## src/rtl/clock_step_controller_if.sv

```systemverilog
// Command channel of the clock step controller: a valid/ready handshake
// carrying a 2-bit opcode and a burst length. The debug front end or bench
// drives the master side; the controller is the slave.
interface clock_step_controller_if #(
    parameter int COUNT_W = 16
);
    logic               cmd_valid;
    logic               cmd_ready;
    logic [1:0]         cmd_op;
    logic [COUNT_W-1:0] cmd_count;

    modport master (
        output cmd_valid,
        output cmd_op,
        output cmd_count,
        input  cmd_ready
    );

    modport slave (
        input  cmd_valid,
        input  cmd_op,
        input  cmd_count,
        output cmd_ready
    );
endinterface

```

## src/rtl/clock_step_controller.sv

```systemverilog
// Run/halt/step sequencer for the processor clock. Converts the free-running
// clock into a registered clock-enable (cpu_en) for the core, under control of
// HALT / RUN / STEP / BURST commands on a valid/ready channel.
//
// Optional breakpoint support is compiled in with the macro
// CLOCK_STEP_BREAKPOINT_EN; it adds bp_enable / bp_addr inputs and the
// bp_hit output. Without the macro the controller has no breakpoint logic.
module clock_step_controller #(
    parameter int COUNT_W = 16,
    parameter int PC_W    = 32
) (
    input  logic                    clock,
    input  logic                    reset,
    clock_step_controller_if.slave  cmd,
    input  logic [PC_W-1:0]         pc,
`ifdef CLOCK_STEP_BREAKPOINT_EN
    input  logic                    bp_enable,
    input  logic [PC_W-1:0]         bp_addr,
    output logic                    bp_hit,
`endif
    output logic                    cpu_en,
    output logic                    halted,
    output logic                    cmd_drop,
    output logic [31:0]             cycle_count
);

    typedef enum logic [1:0] {
        ST_IDLE  = 2'd0,
        ST_RUN   = 2'd1,
        ST_BURST = 2'd2
    } state_e;

    typedef enum logic [1:0] {
        OP_HALT  = 2'b00,
        OP_RUN   = 2'b01,
        OP_STEP  = 2'b10,
        OP_BURST = 2'b11
    } op_e;

    state_e             state;
    state_e             state_next;
    logic [COUNT_W-1:0] remaining;
    logic [COUNT_W-1:0] remaining_next;
    logic               drop_next;
    logic               fire;
    op_e                op;
    logic               bp_match;

    // The controller can always take a command except while held in reset.
    assign cmd.cmd_ready = ~reset;
    assign fire          = cmd.cmd_valid && cmd.cmd_ready;
    assign op            = op_e'(cmd.cmd_op);

`ifdef CLOCK_STEP_BREAKPOINT_EN
    // High from the second enabled cycle after leaving IDLE onwards, so a
    // RUN issued while sitting on the breakpoint PC executes it once and
    // moves past it instead of stopping immediately.
    logic armed;

    assign bp_match = (state != ST_IDLE) && armed && bp_enable && (pc == bp_addr);

    // Breakpoint arming and the one-cycle hit pulse.
    always_ff @(posedge clock) begin
        if (reset) begin
            armed  <= 1'b0;
            bp_hit <= 1'b0;
        end else begin
            armed  <= (state != ST_IDLE);
            bp_hit <= bp_match;
        end
    end
`else
    // The PC only feeds the breakpoint comparator; without it the input is
    // kept for a stable port list and deliberately left unused.
    logic pc_unused;
    assign pc_unused = ^pc;
    assign bp_match  = 1'b0;
`endif

    // Next-state decode: command handling per state, burst countdown, and
    // breakpoint stop.
    always_comb begin
        // NOTE: every output of this block is given a default before the
        // case so that no path leaves one unassigned and infers a latch.
        state_next     = state;
        remaining_next = remaining;
        drop_next      = 1'b0;

        case (state)
            ST_IDLE: begin
                if (fire) begin
                    case (op)
                        OP_RUN: begin
                            state_next = ST_RUN;
                        end
                        OP_STEP: begin
                            state_next     = ST_BURST;
                            remaining_next = COUNT_W'(1);
                        end
                        OP_BURST: begin
                            // A zero-length burst is accepted silently.
                            if (cmd.cmd_count != '0) begin
                                state_next     = ST_BURST;
                                remaining_next = cmd.cmd_count;
                            end
                        end
                        default: begin
                            // HALT while already halted does nothing.
                        end
                    endcase
                end
            end

            ST_RUN: begin
                if (fire) begin
                    if (op == OP_HALT) begin
                        state_next = ST_IDLE;
                    end else begin
                        drop_next = 1'b1;
                    end
                end
            end

            ST_BURST: begin
                // Every cycle spent in BURST is an enabled cycle.
                remaining_next = remaining - COUNT_W'(1);
                if (remaining == COUNT_W'(1)) begin
                    state_next = ST_IDLE;
                end
                // Commands are judged against BURST even on the final
                // cycle, so only HALT is honoured here.
                if (fire) begin
                    if (op == OP_HALT) begin
                        state_next = ST_IDLE;
                    end else begin
                        drop_next = 1'b1;
                    end
                end
            end

            default: begin
                state_next = ST_IDLE;
            end
        endcase

        // A breakpoint stops the core after the matching cycle executes.
        if (bp_match) begin
            state_next = ST_IDLE;
        end

        // The down-counter is only meaningful inside a burst.
        if (state_next == ST_IDLE) begin
            remaining_next = '0;
        end
    end

    // State register and the registered outputs derived from the next state.
    always_ff @(posedge clock) begin
        if (reset) begin
            state     <= ST_IDLE;
            remaining <= '0;
            cpu_en    <= 1'b0;
            halted    <= 1'b1;
            cmd_drop  <= 1'b0;
        end else begin
            // NOTE: non-blocking assignments make every register here take
            // its value from the same pre-edge snapshot, independent of
            // statement order.
            state     <= state_next;
            remaining <= remaining_next;
            cpu_en    <= (state_next != ST_IDLE);
            halted    <= (state_next == ST_IDLE);
            cmd_drop  <= drop_next;
        end
    end

    // Count of enabled cycles since reset; wraps naturally at 2^32.
    always_ff @(posedge clock) begin
        if (reset) begin
            cycle_count <= '0;
        end else if (cpu_en) begin
            cycle_count <= cycle_count + 32'd1;
        end
    end

endmodule
```

## src/flat_wrapper.sv

```systemverilog
// flat-port wrapper written by rule: the top's interface ports become plain ports
module clock_step_controller_flat 
#(
    parameter int COUNT_W = 16,
    parameter int PC_W    = 32
)
  (clock, reset, pc, cpu_en, halted, cmd_drop, cycle_count, cmd_cmd_valid, cmd_cmd_op, cmd_cmd_count, cmd_cmd_ready);
  clock_step_controller_if #(.COUNT_W(COUNT_W)) cmd_i ();
  input  logic clock;
  input  logic reset;
  input  logic [PC_W-1:0] pc;
  output logic cpu_en;
  output logic halted;
  output logic cmd_drop;
  output logic [31:0] cycle_count;
  input wire logic [$bits(cmd_i.cmd_valid)-1:0] cmd_cmd_valid;
  input wire logic [$bits(cmd_i.cmd_op)-1:0] cmd_cmd_op;
  input wire logic [$bits(cmd_i.cmd_count)-1:0] cmd_cmd_count;
  output wire logic [$bits(cmd_i.cmd_ready)-1:0] cmd_cmd_ready;
  assign cmd_i.cmd_valid = cmd_cmd_valid;
  assign cmd_i.cmd_op = cmd_cmd_op;
  assign cmd_i.cmd_count = cmd_cmd_count;
  assign cmd_cmd_ready = cmd_i.cmd_ready;
  clock_step_controller #(.COUNT_W(COUNT_W), .PC_W(PC_W)) u_core (.clock(clock), .reset(reset), .cmd(cmd_i), .pc(pc), .cpu_en(cpu_en), .halted(halted), .cmd_drop(cmd_drop), .cycle_count(cycle_count));
endmodule
```

## config.mk

```make
export PLATFORM = sky130hd
export DESIGN_NAME = clock_step_controller_flat
export DESIGN_NICKNAME = d
export VERILOG_FILES = /design/src/rtl/clock_step_controller_if.sv /design/src/rtl/clock_step_controller.sv /design/src/flat_wrapper.sv
export SDC_FILE = /design/constraint.sdc
export NUM_CORES = 1
export LEC_CHECK = 0
export CORE_MARGIN = 1
export CORE_UTILIZATION = 35
export CTS_BUF_LIST = sky130_fd_sc_hd__clkbuf_4
export CTS_CLUSTER_SIZE = 28
export DETAILED_ROUTE_END_ITERATION = 8
export PLACE_DENSITY = 0.73
export SETUP_SLACK_MARGIN = 0.3
export SLEW_MARGIN = 40
export SYNTH_ARGS = -nofsm -noshare
export SYNTH_HDL_FRONTEND = slang
export SYNTH_SLANG_ARGS = --single-unit
```

## constraint.sdc

```tcl
create_clock -name clock -period 2.6 [get_ports clock]
set_input_delay 0.26 -clock clock [delete_from_list [all_inputs] [get_ports clock]]
set_output_delay 0.26 -clock clock [all_outputs]
set_load 0.02 [all_outputs]
```

==> results of run 1 <==
flip-flops by register name, indices dropped and copies added, names as in the netlist:
| signal | flops |
|---|---|
| u_core.cycle_count | 32 |
| u_core.remaining | 16 |
| u_core.state | 2 |
| u_core.cmd_drop | 1 |
| u_core.cpu_en | 1 |
| u_core.halted | 1 |
cells by family after synthesis:
| logic type | count (synthesis) | share of synthesized area |
|---|---|---|
| DFF | 53 | 0.3647 |
| muxes | 4 | 0.01505 |
| and+or+nand+nor | 142 | 0.2611 |
| adders and majority gates | 7 | 0.03011 |
| AOI/OAI and AO/OA | 94 | 0.2275 |
| buffers and inverters | 31 | 0.04129 |
| xor gates and xnor gates | 20 | 0.06022 |
final cells by class:
class / instances / area (sq um)
repair buffers: 81 / 810.8
multi-input cells: 267 / 1762
fillers: 759 / 3979
clock inverters: 3 / 43.79
inverters: 15 / 56.30
clock buffers: 5 / 37.54
flip-flops and latches: 53 / 1071
well taps: 102 / 127.6
worst min path at each step:
stage,from,end,slack (ps)
floorplan,cmd_cmd_valid,u_core.cmd_drop,410
global route,cmd_cmd_valid,u_core.cmd_drop,510
detailed placement,u_core.cycle_count[31],u_core.cycle_count[31],480
CTS,u_core.cycle_count[31],u_core.cycle_count[31],500
finish,u_core.cycle_count[31],u_core.cycle_count[31],490
global placement,u_core.cycle_count[31],u_core.cycle_count[31],460
metal layers:
layer	vias to the layer above	wire [microns]	global-route usage
met3	14	579	0.03659
li1	1453	-	-
met2	127	3554	0.2904
met1	1378	3466	0.2461
met5	-	0	0
met4	0	114	0.05256
placed cells by master (no fill, tap or decap), types with 3 or more instances in the layout:
cell type         n
a211oi_1          3
a21oi_1          23
a221oi_1          4
a222oi_1          3
a22oi_1           7
a31oi_1           3
a32o_1            3
a32oi_1           3
and2_1            4
and3_1            5
and4_1            4
buf_12            5
buf_4            20
clkbuf_4          5
clkdlybuf4s50_1  56
dfxtp_1          49
ha_1              6
inv_1            15
mux2_2            3
nand2_1          26
nand3_1          12
nand4_1           8
nor2_1           38
nor3_1            7
nor4_1            3
nor4b_1           3
o21ai_0          20
o31ai_1           6
or2_2             3
or3_1            10
or4_1             8
xnor2_1           8
xor2_1           12
per-stage QoR:
| stage | cell area [sq um] | cells | setup slack, ps |
|---|---|---|---|
| after floorplan | 2909 | 351 | 368.1 |
| after CTS | 3884 | 524 | 302.7 |
| after global routing | 3909 | 526 | 266.1 |
| after global placement | 3664 | 507 | 65.96 |
| final | 3909 | 526 | 327.1 |
| after detailed placement | 3670 | 507 | 38.02 |
critical path, delay by kind of cell, from the launching register on:
family / cells / cell delay (ps)
and+or+nand+nor: 3 / 1420
DFF: 1 / 400
AOI/OAI and AO/OA: 2 / 390
power groups by stage:
stage | Sequential [W] | Combinational, W | Clock (W)
detailed placement | 0.000859 | 0.000296 | 0
finish | 0.000839 | 0.000327 | 0.000487
floorplan | 0.000861 | 0.000174 | 0
global placement | 0.000858 | 0.000292 | 0
CTS | 0.000839 | 0.000321 | 0.000498
global route | 0.000842 | 0.000356 | 0.000532
what timing repair did:
action,in CTS,in global routing
setup endpoints to repair,20,24
hold buffers,0,0
buffers inserted,9,2
gates resized for setup,9,4
pin swaps,3,4
==> flow_metrics.env, run 1 <==
export IMPL_grt_max_degree=36
export IMPL_relSlewSlack=0.4722
export IMPL_cp_required_ps=2910
export IMPL_slowest_stage="or4_4"
export IMPL_dpl_hpwl_microns=5357
export IMPL_fin_total_pwr_w=0.001654
export IMPL_postRouteAntennaNets=0
export IMPL_path_class="register to register"
export IMPL_worstPathMaxFanout=6
export IMPL_die_w_microns=93.17
export IMPL_antenna_diode_count=0
export IMPL_ir_drop_mv=0.2042
export IMPL_grt_overflow_total=0
export IMPL_syn2layout_area_growth_pct=34.37
export IMPL_initial_core_util=0.3688
export IMPL_switching_share=0.2829
export IMPL_p_switching_w=0.0004678
export IMPL_cts_buffer_depth=2
export IMPL_synth_cell_types=55
export IMPL_drt_initial_drc_count=124
export IMPL_finClkSkew_ps=20.28
export IMPL_cts_tree="done"
export IMPL_post_route_min_period_ps=2273
export IMPL_first_pass_iters=5
export IMPL_cts_root_buffer="clkbuf_4"
export IMPL_syn_num_nets=411
export IMPL_first_global_vias=2663
export IMPL_crit_chain="or4_4 > or3_4 > or4_1 > a211o_1 > a22oi_2"
export IMPL_whs_ps=491.2
export IMPL_seq_power_share=0.508
export IMPL_arrival_ps=2580
export IMPL_wire_per_inst_microns=14.67
export IMPL_internal_power_w=0.001186
export IMPL_grt_use_total=0.1815
export IMPL_io_pins=89
export IMPL_clockPowerShare=0.295
export IMPL_reg2reg_from="u_core.remaining[6]"
export IMPL_yosysTopAreaCellShare=0.3647
export IMPL_fmax_mhz=440.0
export IMPL_ys_async_sr_fraction=0
export IMPL_syn_area_per_cell_sq_um=8.288
export IMPL_antenna_found_initial=0
export IMPL_slowest_delay_ps=580
export IMPL_critPathLaunchType="register"
export IMPL_cts_sinks=53
export IMPL_htree_levels=2
export IMPL_yosysMostFrequentCell="dfxtp_1"
export IMPL_die_area_sq_um=8680
export IMPL_rr_worst_depth=5
export IMPL_crit_path_end="u_core.remaining[15]"
export IMPL_row_count=32
export IMPL_viasPerCell=5.650
export IMPL_syn_area_sq_um=2909
export IMPL_synth_ff_type="dfxtp_1"
export IMPL_p_leak_nw=1.393
export IMPL_report_final_slew_viol_count=0
export IMPL_clk_latency_ps=380
export IMPL_synthTopCellsByCount="dfxtp_1, nor2_1, nand2_1, a21oi_1, o21ai_0"
export IMPL_outcome="complete, no violations"
export IMPL_netlist_instances=351
export IMPL_cts_made_buffers=5
export IMPL_vias=2972
export IMPL_ys_ff_latch=53
export IMPL_rsz0062_at_grt="yes"
export IMPL_clk_pin_slew_ps=170
export IMPL_place_congestion=0.9292
export IMPL_fin_crit_sh=0.8742
export IMPL_drt_total_wl_microns=7715
export IMPL_power_density_nw_per_um2=423.1
export IMPL_reg2reg_to="u_core.remaining[15]"
export IMPL_io_buffers=56
export IMPL_tightest_slew_ps=791.7
export IMPL_layout_drive_gt1_share=0.1321
export IMPL_rrSetupSlack_ps=330
export IMPL_yosysSeqAreaShare=0.3647
export IMPL_finalSetupViolations=0
export IMPL_hold_class="register to register"
export IMPL_synth_edf_count=0
export IMPL_yosysTopAreaCell="dfxtp_1"
export IMPL_setup_tns_ps=0
export IMPL_p_comb_frac=0.198
export IMPL_hold_depth=2
export IMPL_fin_util=0.4956
export IMPL_synthTopCellsByArea="dfxtp_1, nor2_1, a21oi_1, o21ai_0, xor2_1"
export IMPL_drv_cap=0
export IMPL_hold_violations=0
export IMPL_yosysWarnings=0
export IMPL_critPathLaunch="u_core.remaining[6]"
export IMPL_endpoint_kind="register"
export IMPL_grt_pass1_wl_microns=12830
export IMPL_die_h_microns=93.17
export IMPL_drcViolationCount=0
export IMPL_core_area_sq_um=7888
export IMPL_nNetsFinal=483
No activity file was read; power rests on OpenSTA's default activity.
==> run 2, diff against run 1 <==
--- a/config.mk
+++ b/config.mk
@@ -5,6 +5,7 @@
 export SDC_FILE = /design/constraint.sdc
 export NUM_CORES = 1
 export LEC_CHECK = 0
+export CAP_MARGIN = 5
 export CORE_MARGIN = 1
 export CORE_UTILIZATION = 35
 export CTS_BUF_LIST = sky130_fd_sc_hd__clkbuf_4
==> results of run 2 <==
No change in the layout: final DEF, timing and power equal those of run 1.
==> run 3, diff against run 2 <==
--- a/config.mk
+++ b/config.mk
@@ -5,12 +5,15 @@
 export SDC_FILE = /design/constraint.sdc
 export NUM_CORES = 1
 export LEC_CHECK = 0
+export ABC_AREA = 0
 export CAP_MARGIN = 5
+export CORE_ASPECT_RATIO = 0.8
 export CORE_MARGIN = 1
 export CORE_UTILIZATION = 35
 export CTS_BUF_LIST = sky130_fd_sc_hd__clkbuf_4
 export CTS_CLUSTER_SIZE = 28
 export DETAILED_ROUTE_END_ITERATION = 8
+export HOLD_SLACK_MARGIN = 0.06
 export PLACE_DENSITY = 0.73
 export SETUP_SLACK_MARGIN = 0.3
 export SLEW_MARGIN = 40
==> flow_metrics.env, run 3 (synthesized netlist as in run 1, its figures left out) <==
export IMPL_outcome="complete, no violations"
export IMPL_die_w_microns=103.9
export IMPL_dp_cells=520
export IMPL_antenna_diode_count=0
export IMPL_reg2reg_to="u_core.remaining[7]"
export IMPL_fmax_mhz=440.0
export IMPL_cts_buffer_depth=2
export IMPL_grt_overflow_total=0
export IMPL_met3_usage=0.03201
export IMPL_fin_crit_sh=0.8741
export IMPL_internal_power_w=0.001201
export IMPL_nFillCells=773
export IMPL_hold_class="register to register"
export IMPL_p_switching_w=0.0004783
export IMPL_dpl_hpwl_microns=5736
export IMPL_ctsHoldBuffers=0
export IMPL_cts_sinks=53
export IMPL_path_class="register to register"
export IMPL_clockPowerShare=0.289
export IMPL_first_global_vias=2772
export IMPL_final_common_cell="clkdlybuf4s50_1"
export IMPL_finClkSkew_ps=24.24
export IMPL_worstPathMaxFanout=6
export IMPL_setup_tns_ps=0
export IMPL_htree_levels=2
export IMPL_critPathLaunchType="register"
export IMPL_ir_drop_mv=0.2049
export IMPL_syn2layout_area_growth_pct=37.46
export IMPL_clk_latency_ps=380
export IMPL_top_register="u_core.cycle_count"
export IMPL_die_h_microns=83.54
export IMPL_core_area_sq_um=7983
export IMPL_post_route_min_period_ps=2273
export IMPL_seq_power_share=0.500
export IMPL_report_final_slew_viol_count=0
export IMPL_reg2reg_from="u_core.remaining[1]"
export IMPL_viasPerCell=5.607
export IMPL_cts_tree="done"
export IMPL_gr_max_usage_layer="met2"
export IMPL_finalSetupViolations=0
export IMPL_hold_depth=2
export IMPL_slowest_stage="or4b_4"
export IMPL_grt_use_met1=0.2582
export IMPL_switching_share=0.2848
export IMPL_clk_pin_slew_ps=160
export IMPL_min_to="u_core.cycle_count[31]"
export IMPL_cts_root_buffer="clkbuf_4"
export IMPL_place_congestion=0.9283
export IMPL_drcViolationCount=0
export IMPL_hold_violations=0
export IMPL_relSlewSlack=0.4945
export IMPL_layout_drive_gt1_share=0.1674
export IMPL_drv_cap=0
export IMPL_crit_chain="inv_2 > ha_2 > or4b_4 > nor4_4 > nor2_2 > o311ai_4 > buf_12 > o2bb2a_2"
export IMPL_initial_core_util=0.3644
export IMPL_reg_top3="u_core.cycle_count x32, u_core.remaining x16, u_core.state x2"
export IMPL_grt_max_degree=34
export IMPL_critPathLaunch="u_core.remaining[1]"
export IMPL_arrival_ps=2550
export IMPL_largest_register_ffs=32
export IMPL_wire_per_inst_microns=15.24
export IMPL_cts_made_buffers=5
export IMPL_slowest_delay_ps=470
export IMPL_nNetsFinal=495
export IMPL_rrSetupSlack_ps=330
export IMPL_io_buffers=56
export IMPL_io_pins=89
export IMPL_stdcell_count=544
export IMPL_first_pass_iters=5
export IMPL_p_comb_frac=0.211
export IMPL_p_leak_nw=1.432
export IMPL_hold_start="u_core.cycle_count[31]"
export IMPL_cp_required_ps=2880
export IMPL_grt_use_total=0.1860
export IMPL_postRouteAntennaNets=0
export IMPL_endpoint_kind="register"
export IMPL_tightest_slew_ps=758.2
export IMPL_power_density_nw_per_um2=420.0
export IMPL_row_count=29
export IMPL_vias=3050
export IMPL_drt_initial_drc_count=173
export IMPL_grt_pass1_wl_microns=13340
export IMPL_rsz0062_at_grt="yes"
export IMPL_mostFrequentLayoutCells="clkdlybuf4s50_1, dfxtp_1, nor2_1"
export IMPL_antenna_found_initial=0
export IMPL_rr_worst_depth=8
export IMPL_grt_use_met2=0.2988
export IMPL_die_area_sq_um=8682
export IMPL_drt_total_wl_microns=8289
[run 3: power groups by stage]
stage / logic [W] / registers [W] / clock network, W
after floorplan: 0.000174 / 0.000861 / 0
after global placement: 0.000300 / 0.000858 / 0
after detailed placement: 0.000307 / 0.000859 / 0
after CTS: 0.000316 / 0.000840 / 0.000507
after global routing: 0.000376 / 0.000842 / 0.000550
final: 0.000354 / 0.000840 / 0.000486
[run 3: cell type report]
cell class              instances  area, sq um  area share
inverters                      15        56.30     0.01408
clock buffers                   5        37.54    0.009387
well taps                     108        135.1     0.03379
flip-flops and latches         53         1071      0.2678
clock inverters                 3        46.29     0.01158
multi-input cells             267         1778      0.4446
repair buffers                 93        874.6      0.2187
[run 3: metal layers]
layer / wire length [microns] / vias to the layer above / part of all wire
met4: 82 / 0 / 0.0099
met2: 3835 / 117 / 0.46
li1: - / 1482 / -
met1: 3835 / 1443 / 0.46
met5: 0 / - / 0
met3: 535 / 8 / 0.065
[run 3: critical path: cells and delay by family (launching register included)]
family,cells,cell delay [ps]
and+or+nand+nor,3,880
AOI/OAI and AO/OA,2,530
DFF,1,370
buffers and inverters,2,250
adders and majority gates,1,170
[run 3: worst max path at each step]
stage	endpoint	slack (ps)	cells after the start
6_report	u_core.remaining[7]	330	8
4_1_cts	u_core.remaining[7]	280	8
5_1_grt	u_core.remaining[7]	250	8
3_5_place_dp	u_core.remaining[1]	20	7
3_3_place_gp	u_core.remaining[1]	90	7
2_1_floorplan	u_core.remaining[8]	370	7
[run 3: what timing repair did]
action | CTS | global route
setup endpoints to repair | 21 | 21
gates cloned | 0 | 0
resized for setup | 6 | 16
buffers inserted | 5 | 11
pin swaps | 2 | 9
[run 3: through the flow]
step / setup WS (ps) / area [sq um] / power, W / hold WS [ps] / utilization
floorplan: 368.1 / 2909 / 0.001036 / 412.1 / -
global placement: 91.10 / 3711 / 0.001159 / 469.2 / 0.4649
detailed placement: 24.63 / 3717 / 0.001166 / 480.5 / 0.4657
CTS: 279.7 / 3855 / 0.001664 / 484.1 / 0.4829
global route: 247.8 / 3999 / 0.001768 / 490.2 / 0.5009
finish: 327.2 / 3999 / 0.001679 / 497.3 / 0.5009
